===== config.mk =====
export PLATFORM = sky130hd
export DESIGN_NAME = slc3_control_unit
export DESIGN_NICKNAME = d
export VERILOG_FILES = /design/src/rtl/slc3_pkg.sv /design/src/rtl/slc3_control_unit.sv
export SDC_FILE = /design/constraint.sdc
export NUM_CORES = 1
export LEC_CHECK = 0
export ABC_CLOCK_PERIOD_IN_PS = 4300
export BUFFER_PORTS_ARGS = -buffer_cell sky130_fd_sc_hd__clkbuf_2
export CORE_MARGIN = 10
export CORE_UTILIZATION = 53
export CTS_CLUSTER_SIZE = 25
export DETAILED_ROUTE_END_ITERATION = 8
export GPL_ROUTABILITY_DRIVEN = 0
export PLACE_DENSITY = 0.86
export SYNTH_ARGS = -nofsm -noshare
export SYNTH_HDL_FRONTEND = slang
export SYNTH_SLANG_ARGS = --single-unit

===== constraint.sdc =====
create_clock -name Clk -period 4.3 [get_ports Clk]
set_clock_uncertainty 0.05 [all_clocks]
set_input_delay 0.215 -clock Clk [delete_from_list [all_inputs] [get_ports Clk]]
set_output_delay 0.215 -clock Clk [all_outputs]
set_load 0.01 [all_outputs]

===== src/rtl/slc3_pkg.sv =====
// slc3_pkg: shared encodings for the SLC-3 control unit (states, opcodes, ALU and mux codes).
package slc3_pkg;
    localparam logic [3:0] OP_BR  = 4'b0000;
    localparam logic [3:0] OP_ADD = 4'b0001;
    localparam logic [3:0] OP_AND = 4'b0101;
    localparam logic [3:0] OP_LDR = 4'b0110;
    localparam logic [3:0] OP_STR = 4'b0111;
    localparam logic [3:0] OP_NOT = 4'b1001;
    localparam logic [3:0] OP_JMP = 4'b1100;
    localparam logic [3:0] OP_PSE = 4'b1101;
    localparam logic [2:0] ALU_ADD  = 3'b000;
    localparam logic [2:0] ALU_AND  = 3'b010;
    localparam logic [2:0] ALU_NOT  = 3'b101;
    localparam logic [2:0] ALU_PASS = 3'b111;
    localparam logic [1:0] PC_INC  = 2'b00;
    localparam logic [1:0] PC_BUS  = 2'b01;
    localparam logic [1:0] PC_ADDR = 2'b10;
    localparam logic [1:0] A2_ZERO = 2'b00;
    localparam logic [1:0] A2_OFF6 = 2'b01;
    localparam logic [1:0] A2_OFF9 = 2'b10;
    localparam logic [4:0] S_HALTED = 5'd0;
    localparam logic [4:0] S_18     = 5'd1;
    localparam logic [4:0] S_33_1   = 5'd2;
    localparam logic [4:0] S_33_2   = 5'd3;
    localparam logic [4:0] S_33_3   = 5'd4;
    localparam logic [4:0] S_35     = 5'd5;
    localparam logic [4:0] S_32     = 5'd6;
    localparam logic [4:0] S_01     = 5'd7;
    localparam logic [4:0] S_05     = 5'd8;
    localparam logic [4:0] S_09     = 5'd9;
    localparam logic [4:0] S_00     = 5'd10;
    localparam logic [4:0] S_22     = 5'd11;
    localparam logic [4:0] S_12     = 5'd12;
    localparam logic [4:0] S_06     = 5'd13;
    localparam logic [4:0] S_25_1   = 5'd14;
    localparam logic [4:0] S_25_2   = 5'd15;
    localparam logic [4:0] S_25_3   = 5'd16;
    localparam logic [4:0] S_27     = 5'd17;
    localparam logic [4:0] S_07     = 5'd18;
    localparam logic [4:0] S_23     = 5'd19;
    localparam logic [4:0] S_16_1   = 5'd20;
    localparam logic [4:0] S_16_2   = 5'd21;
    localparam logic [4:0] S_PAUSE1 = 5'd22;
    localparam logic [4:0] S_PAUSE2 = 5'd23;
endpackage


===== src/rtl/slc3_control_unit.sv =====
// slc3_control_unit: Moore sequencer stepping fetch/decode/execute for the reduced LC-3 subset.
module slc3_control_unit
    import slc3_pkg::*;
(
    input  logic       Clk,
    input  logic       Reset,
    input  logic       Run,
    input  logic       Continue,
    input  logic [3:0] Opcode,
    input  logic       IR_5,
    input  logic       BEN,
    output logic       LD_MAR,
    output logic       LD_MDR,
    output logic       LD_IR,
    output logic       LD_BEN,
    output logic       LD_CC,
    output logic       LD_REG,
    output logic       LD_PC,
    output logic       GatePC,
    output logic       GateMDR,
    output logic       GateALU,
    output logic       GateMARMUX,
    output logic [1:0] PCMUX,
    output logic       DRMUX,
    output logic       SR1MUX,
    output logic       SR2MUX,
    output logic       ADDR1MUX,
    output logic [1:0] ADDR2MUX,
    output logic [2:0] ALUK,
    output logic       Mem_OE,
    output logic       Mem_WE
);
    logic [4:0] state, next_state;

    always_ff @(posedge Clk or posedge Reset)
        if (Reset) state <= S_HALTED;
        else       state <= next_state;

    always_comb begin
        next_state = S_HALTED;
        case (state)
            S_HALTED: next_state = Run ? S_18 : S_HALTED;
            S_18:     next_state = S_33_1;
            S_33_1:   next_state = S_33_2;
            S_33_2:   next_state = S_33_3;
            S_33_3:   next_state = S_35;
            S_35:     next_state = S_32;
            S_32:
                case (Opcode)
                    OP_ADD:  next_state = S_01;
                    OP_AND:  next_state = S_05;
                    OP_NOT:  next_state = S_09;
                    OP_BR:   next_state = S_00;
                    OP_JMP:  next_state = S_12;
                    OP_LDR:  next_state = S_06;
                    OP_STR:  next_state = S_07;
                    OP_PSE:  next_state = S_PAUSE1;
                    default: next_state = S_18;
                endcase
            S_00:     next_state = BEN ? S_22 : S_18;
            S_06:     next_state = S_25_1;
            S_25_1:   next_state = S_25_2;
            S_25_2:   next_state = S_25_3;
            S_25_3:   next_state = S_27;
            S_07:     next_state = S_23;
            S_23:     next_state = S_16_1;
            S_16_1:   next_state = S_16_2;
            S_PAUSE1: next_state = Continue ? S_PAUSE2 : S_PAUSE1;
            S_PAUSE2: next_state = Continue ? S_PAUSE2 : S_18;
            default:  next_state = S_18;
        endcase
    end

    always_comb begin
        LD_MAR = 1'b0;
        LD_MDR = 1'b0;
        LD_IR = 1'b0;
        LD_BEN = 1'b0;
        LD_CC = 1'b0;
        LD_REG = 1'b0;
        LD_PC = 1'b0;
        GatePC = 1'b0;
        GateMDR = 1'b0;
        GateALU = 1'b0;
        GateMARMUX = 1'b0;
        PCMUX = PC_INC;
        DRMUX = 1'b0;
        SR1MUX = 1'b0;
        SR2MUX = 1'b0;
        ADDR1MUX = 1'b0;
        ADDR2MUX = A2_ZERO;
        ALUK = ALU_PASS;
        Mem_OE = 1'b1;
        Mem_WE = 1'b1;
        case (state)
            S_18: begin
                GatePC = 1'b1;
                LD_MAR = 1'b1;
                LD_PC = 1'b1;
            end
            S_33_1, S_33_2, S_25_1, S_25_2: Mem_OE = 1'b0;
            S_33_3, S_25_3: begin
                Mem_OE = 1'b0;
                LD_MDR = 1'b1;
            end
            S_35: begin
                GateMDR = 1'b1;
                LD_IR = 1'b1;
            end
            S_32: LD_BEN = 1'b1;
            S_01, S_05, S_09: begin
                ALUK = (state == S_01) ? ALU_ADD : (state == S_05) ? ALU_AND : ALU_NOT;
                SR1MUX = 1'b1;
                SR2MUX = IR_5;
                GateALU = 1'b1;
                LD_REG = 1'b1;
                LD_CC = 1'b1;
            end
            S_22: begin
                ADDR2MUX = A2_OFF9;
                PCMUX = PC_ADDR;
                LD_PC = 1'b1;
            end
            S_12: begin
                SR1MUX = 1'b1;
                GateALU = 1'b1;
                PCMUX = PC_BUS;
                LD_PC = 1'b1;
            end
            S_06, S_07: begin
                SR1MUX = 1'b1;
                ADDR1MUX = 1'b1;
                ADDR2MUX = A2_OFF6;
                GateMARMUX = 1'b1;
                LD_MAR = 1'b1;
            end
            S_27: begin
                GateMDR = 1'b1;
                LD_REG = 1'b1;
                LD_CC = 1'b1;
            end
            S_23: begin
                GateALU = 1'b1;
                LD_MDR = 1'b1;
            end
            S_16_1, S_16_2: Mem_WE = 1'b0;
            default: ;
        endcase
    end
endmodule


== Yosys cells after proc, flatten, opt, wreduce, memory -nomap -nowiden ==
Memories as Yosys holds them, arrays and structs flattened.
Cells that the tools add are included.

* Register bits: 5
* Bits in latches: 0
* Memory bits (writable): 0
* ROM bits: 80
* Input bits: 10
* Memories kept: 1

{| class="wikitable"
|+ Memory list
! name !! depth !! bits a word !! rd ports !! clocked after Yosys merged registers in !! write ports !! RTL line !! RTL
|-
| (name not given) || 16 || 5 || 1 || 0 || 0 || slc3_control_unit.sv:49 || <nowiki>case (Opcode)</nowiki>
|}

* Add/sub/neg operators: 0
* $mul: 0
* Div/mod/pow operators: 0
* $lt $le $gt $ge: 0
* Eq/ne operators: 23
* Shifts and indexed selects: 0
* Multiplexer cells: 24
* Bitwise operators: 0
* Reduce and logical (&&, ||, !) cells: 12

{| class="wikitable"
|+ Operator list
! cell !! number
|-
| one-hot mux 5 bit (17 select lines) || 1
|-
| == test 5 x 4 -> 1 bit, second input constant || 8
|-
| == test 5 bit, second input constant || 8
|-
| == test 5 x 3 -> 1 bit, second input constant || 4
|-
| two-way mux 1 bit || 16
|-
| OR reduction 3 bit || 4
|-
| OR reduction 6 bit || 2
|-
| == test 5 x 2 -> 1 bit, second input constant || 2
|-
| two-way mux 3 bit || 3
|-
| one-hot mux 2 bit (2 select lines) || 2
|-
| OR reduction 2 bit || 3
|-
| == test 5 x 1 -> 1 bit, second input constant || 1
|-
| zero test 5 bit || 1
|-
| two-way mux 5 bit || 1
|-
| OR reduction 5 bit || 1
|-
| two-way mux 4 bit || 1
|-
| OR reduction 4 bit || 1
|}

== Longest topological paths before layout ==
* Depth in word-level cells: 4
* Mapped depth: 7

== Worst setup path before layout ==
Ideal clock, no wire load.

* Path kind: flip-flop to output port
* Start: register state[3]
* End: output port LD_MAR
* Arrival time: 1.366 ns
* Data required time: 4.035 ns
* Path slack: 2.669 ns
* Stages on the path, launching flop included: 5
* Path through: dfrtp_1 > buf_4 > buf_2 > nor4_1 > or2_1

* Longest elaborated chain between the ends: 3

{| class="wikitable"
|+ RTL lines
! item !! RTL line !! RTL
|-
| start: declaration || slc3_control_unit.sv:33 || <nowiki>logic [4:0] state, next_state;</nowiki>
|-
| start signal: assignment || slc3_control_unit.sv:37 || <nowiki>else state <= next_state;</nowiki>
|-
| == test 5 bit, or another cell as far along || slc3_control_unit.sv:95 || <nowiki>case (state)</nowiki>
|-
| OR reduction 3 bit (no line) (*) || n/a ||
|-
| two-way mux 1 bit (*) || slc3_control_unit.sv:95 ||
|-
| end: declaration || slc3_control_unit.sv:12 || <nowiki>output logic LD_MAR,</nowiki>
|}

Every way passes the cells marked *; elsewhere a longest branch is shown, timed or not.

== Worst setup path in the final report ==
* Start: register state[1]
* End: output port LD_MAR

Same word-level chain as after synthesis.

==> flow_summary.ini <==
[status]
status = finished, final reports clean

[global_route]
grt_pass1_vias = 1042
grt_overflow = 0
grt_pass1_wl_um = 4430
antenna_found_initial = 0
track_usage = 0.130
grt_max_degree = 29

[yosys]
synthesis.instances = 141
synth_fp_nets = 155
yosysWarningCount = 0
avgSynthCellArea_um2 = 6.69
ys_seq_area_frac = 0.133
synth-seq-cells = 5
synth_area_um2 = 943
synth_edf_count = 0
synth_async_sr_flop_share = 1.00
ys.flop_type = dfrtp_1
synth_cell_types = 40

[finish]
regMostFlops = state
fin_area_um2 = 1050
drive_gt1_frac = 0.241
diodes = 0
largestRegisters = state x5
nNetsFinal = 173
syn2layout_area_growth_pct = 11.5
n_fill_cell = 161
largest_register_ffs = 5

[worst_setup_path]
cp_num_buf_inv = 1
cp.arrival_ns = 2.15
crit_chain = nand2b_1 -> nor2_1 -> a32o_1 -> or2_1 -> clkbuf_2
critical_path.startpoint = state[1]$_DFF_PP0_
worst-setup-path-type = flop to output port
critPathCaptureType = output port
cp.required_ns = 4.03
reg2reg_depth = 4
rr_startpoint = state[1]$_DFF_PP0_
critPathMaxStageDelay_ns = 0.84
reg2reg_setup_slack_ns = 2.29
r2r-end = state[2]$_DFF_PP0_
cp-start-kind = flop
cp_slowest_cell = dfrtp_1
cp_max_fo = 26
crit_family = flip-flops

[clock_network]
clock_tree.buffer_depth = 2
cts.clk_slew.worst_paths_ns = 0.05
cts.repair.resized = 0
cts_buffers = 3
clock_latency_ns = 0.25
cts_tree = built
clockRootBuffer = clkbuf_4
htreeDepth = 1
cts.sinks = 5

[drt]
drc_errors = 0
first_iter_violations = 32
drt_pass1_iterations = 4
ant_nets = 0
drt-total-wl_um = 2560
wire_per_inst_um = 14.0
vias_per_cell = 5.78
via_count = 1057

[power]
switching_share = 0.548
power_density_nw_per_um2 = 596
seqPwrFrac = 0.272
power_switching_w = 0.000344
p_int_w = 0.000283
peakVddDrop_uv = 413
power_w = 0.000627
p_clk_frac = 0.092
power.leakage_nw = 0.500
pwr-share-comb = 0.636

[floorplan]
fp-row-count = 15
coreArea_um2 = 1710
die-area_um2 = 3870
start_util = 0.552
die_w_um = 62.2
ios = 34
die_h_um = 62.2

[hold_path]
min_to = state[0]$_DFF_PP0_
worstHoldPathType = primary input to flop
hold_start = Run
min_path_cells = 3

[sta]
timing.hold.ws_ns = 0.273
postLayoutSetupSlackWorst_ns = 1.88
hold_viol = 0
finalSetupViolCount = 0
slew_violations = 0
finalCriticalPeriod_ns = 2.42
rsz0062_at_grt = false
finalCritPeriodShare = 0.562
worst_pin_slew_ns = 0.817
slew_headroom = 0.455
finalSetupTns_ns = 0
clock.fmax_mhz = 414

[place]
placed_area_um2 = 1020
portBuffers = 32
place_ws_ns = 2.16
place_hpwl_um = 1910

[job]
drv_cap = 0
## cells by family (layout without fill, tap and decap cells)
| group | Yosys count | in the layout | synth area share |
|---|---|---|---|
| XOR/XNOR | 2 | 2 | 0.0186 |
| AND/OR/NAND/NOR | 60 | 60 | 0.342 |
| AO/OA/AOI/OAI | 39 | 39 | 0.269 |
| flip-flops | 5 | 5 | 0.133 |
| multiplexers | 2 | 2 | 0.0225 |
| other | 1 | 1 | 0.00397 |
| adder cells (fa/ha/maj) | 4 | 4 | 0.0531 |
| buffers and inverters | 28 | 45 | 0.158 |
## synthesized netlist by cell type (4+ instances only)
cell | instances | share of area
inv_1 | 7 | 0.028
o22ai_1 | 4 | 0.027
nand2_1 | 14 | 0.056
dfrtp_1 | 5 | 0.13
buf_2 | 8 | 0.042
buf_4 | 7 | 0.056
o21ai_0 | 7 | 0.037
nor3_1 | 8 | 0.042
nor2b_1 | 5 | 0.033
nand2b_1 | 5 | 0.033
nor2_1 | 10 | 0.040
a21oi_1 | 13 | 0.069
a211o_1 | 4 | 0.037
ha_1 | 4 | 0.053
nand3_1 | 4 | 0.021
## power by group through the flow
stage	combinational, W	sequential, W	clock (W)
after floorplan	0.000406	0.0000768	0
after global placement	0.000391	0.000164	0
after detailed placement	0.000397	0.000168	0
after CTS	0.000399	0.000168	0.0000570
after global routing	0.000447	0.000180	0.0000650
final	0.000399	0.000171	0.0000576
## how the worst max path moves through the flow
stage                     slack [ns]  depth (start not counted)     end
after global routing            1.73                          5  LD_MAR
after global placement          2.22                          5  LD_MAR
after detailed placement        2.16                          5  LD_MAR
after CTS                       1.90                          5  LD_MAR
after floorplan                 2.67                          4  LD_MAR
final                           1.88                          5  LD_MAR
## per-stage QoR
step,util,std cells
final,0.616,183
after global routing,0.616,183
after CTS,0.616,183
after detailed placement,0.595,178
after global placement,0.595,178
after floorplan,-,141
## timing repair
action                                 CTS  global route
hold buffers                             1             0
endpoints found under the hold margin    5             0
buffers inserted                         0             0
## per-layer routing
layer	wire length, um	track usage
met5	0	0
met1	1140	0.162
met4	37	0.0514
met3	199	0.0538
met2	1180	0.192
## final cells by class
cell class | count | area (um2) | area share
Multi-Input combinational cell | 108 | 669 | 0.636
Timing Repair Buffer | 33 | 170 | 0.162
Sequential cell | 5 | 125 | 0.119
Tap cell | 25 | 31.3 | 0.0297
Inverter | 8 | 30.0 | 0.0285
Clock buffer | 4 | 26.3 | 0.0250
## cells in the final DEF (no fill, tap or decap), drive strengths merged, types with 4 or more instances in the layout
| master | n |
|---|---|
| nor2 | 10 |
| o22ai | 4 |
| nand2b | 7 |
| nor2b | 5 |
| clkbuf | 36 |
| a21oi | 13 |
| nor3 | 8 |
| ha | 4 |
| inv | 7 |
| o21ai | 7 |
| nand3 | 4 |
| nand2 | 14 |
| dfrtp | 5 |
| a211o | 4 |
## tightest hold or removal path: cells and delay by family
kind / cells / cell delay (ns)
AOI/OAI and AO/OA: 2 / 0.24
buffers and inverters: 1 / 0.08
Note: power is estimated with default switching activity, not from simulation.
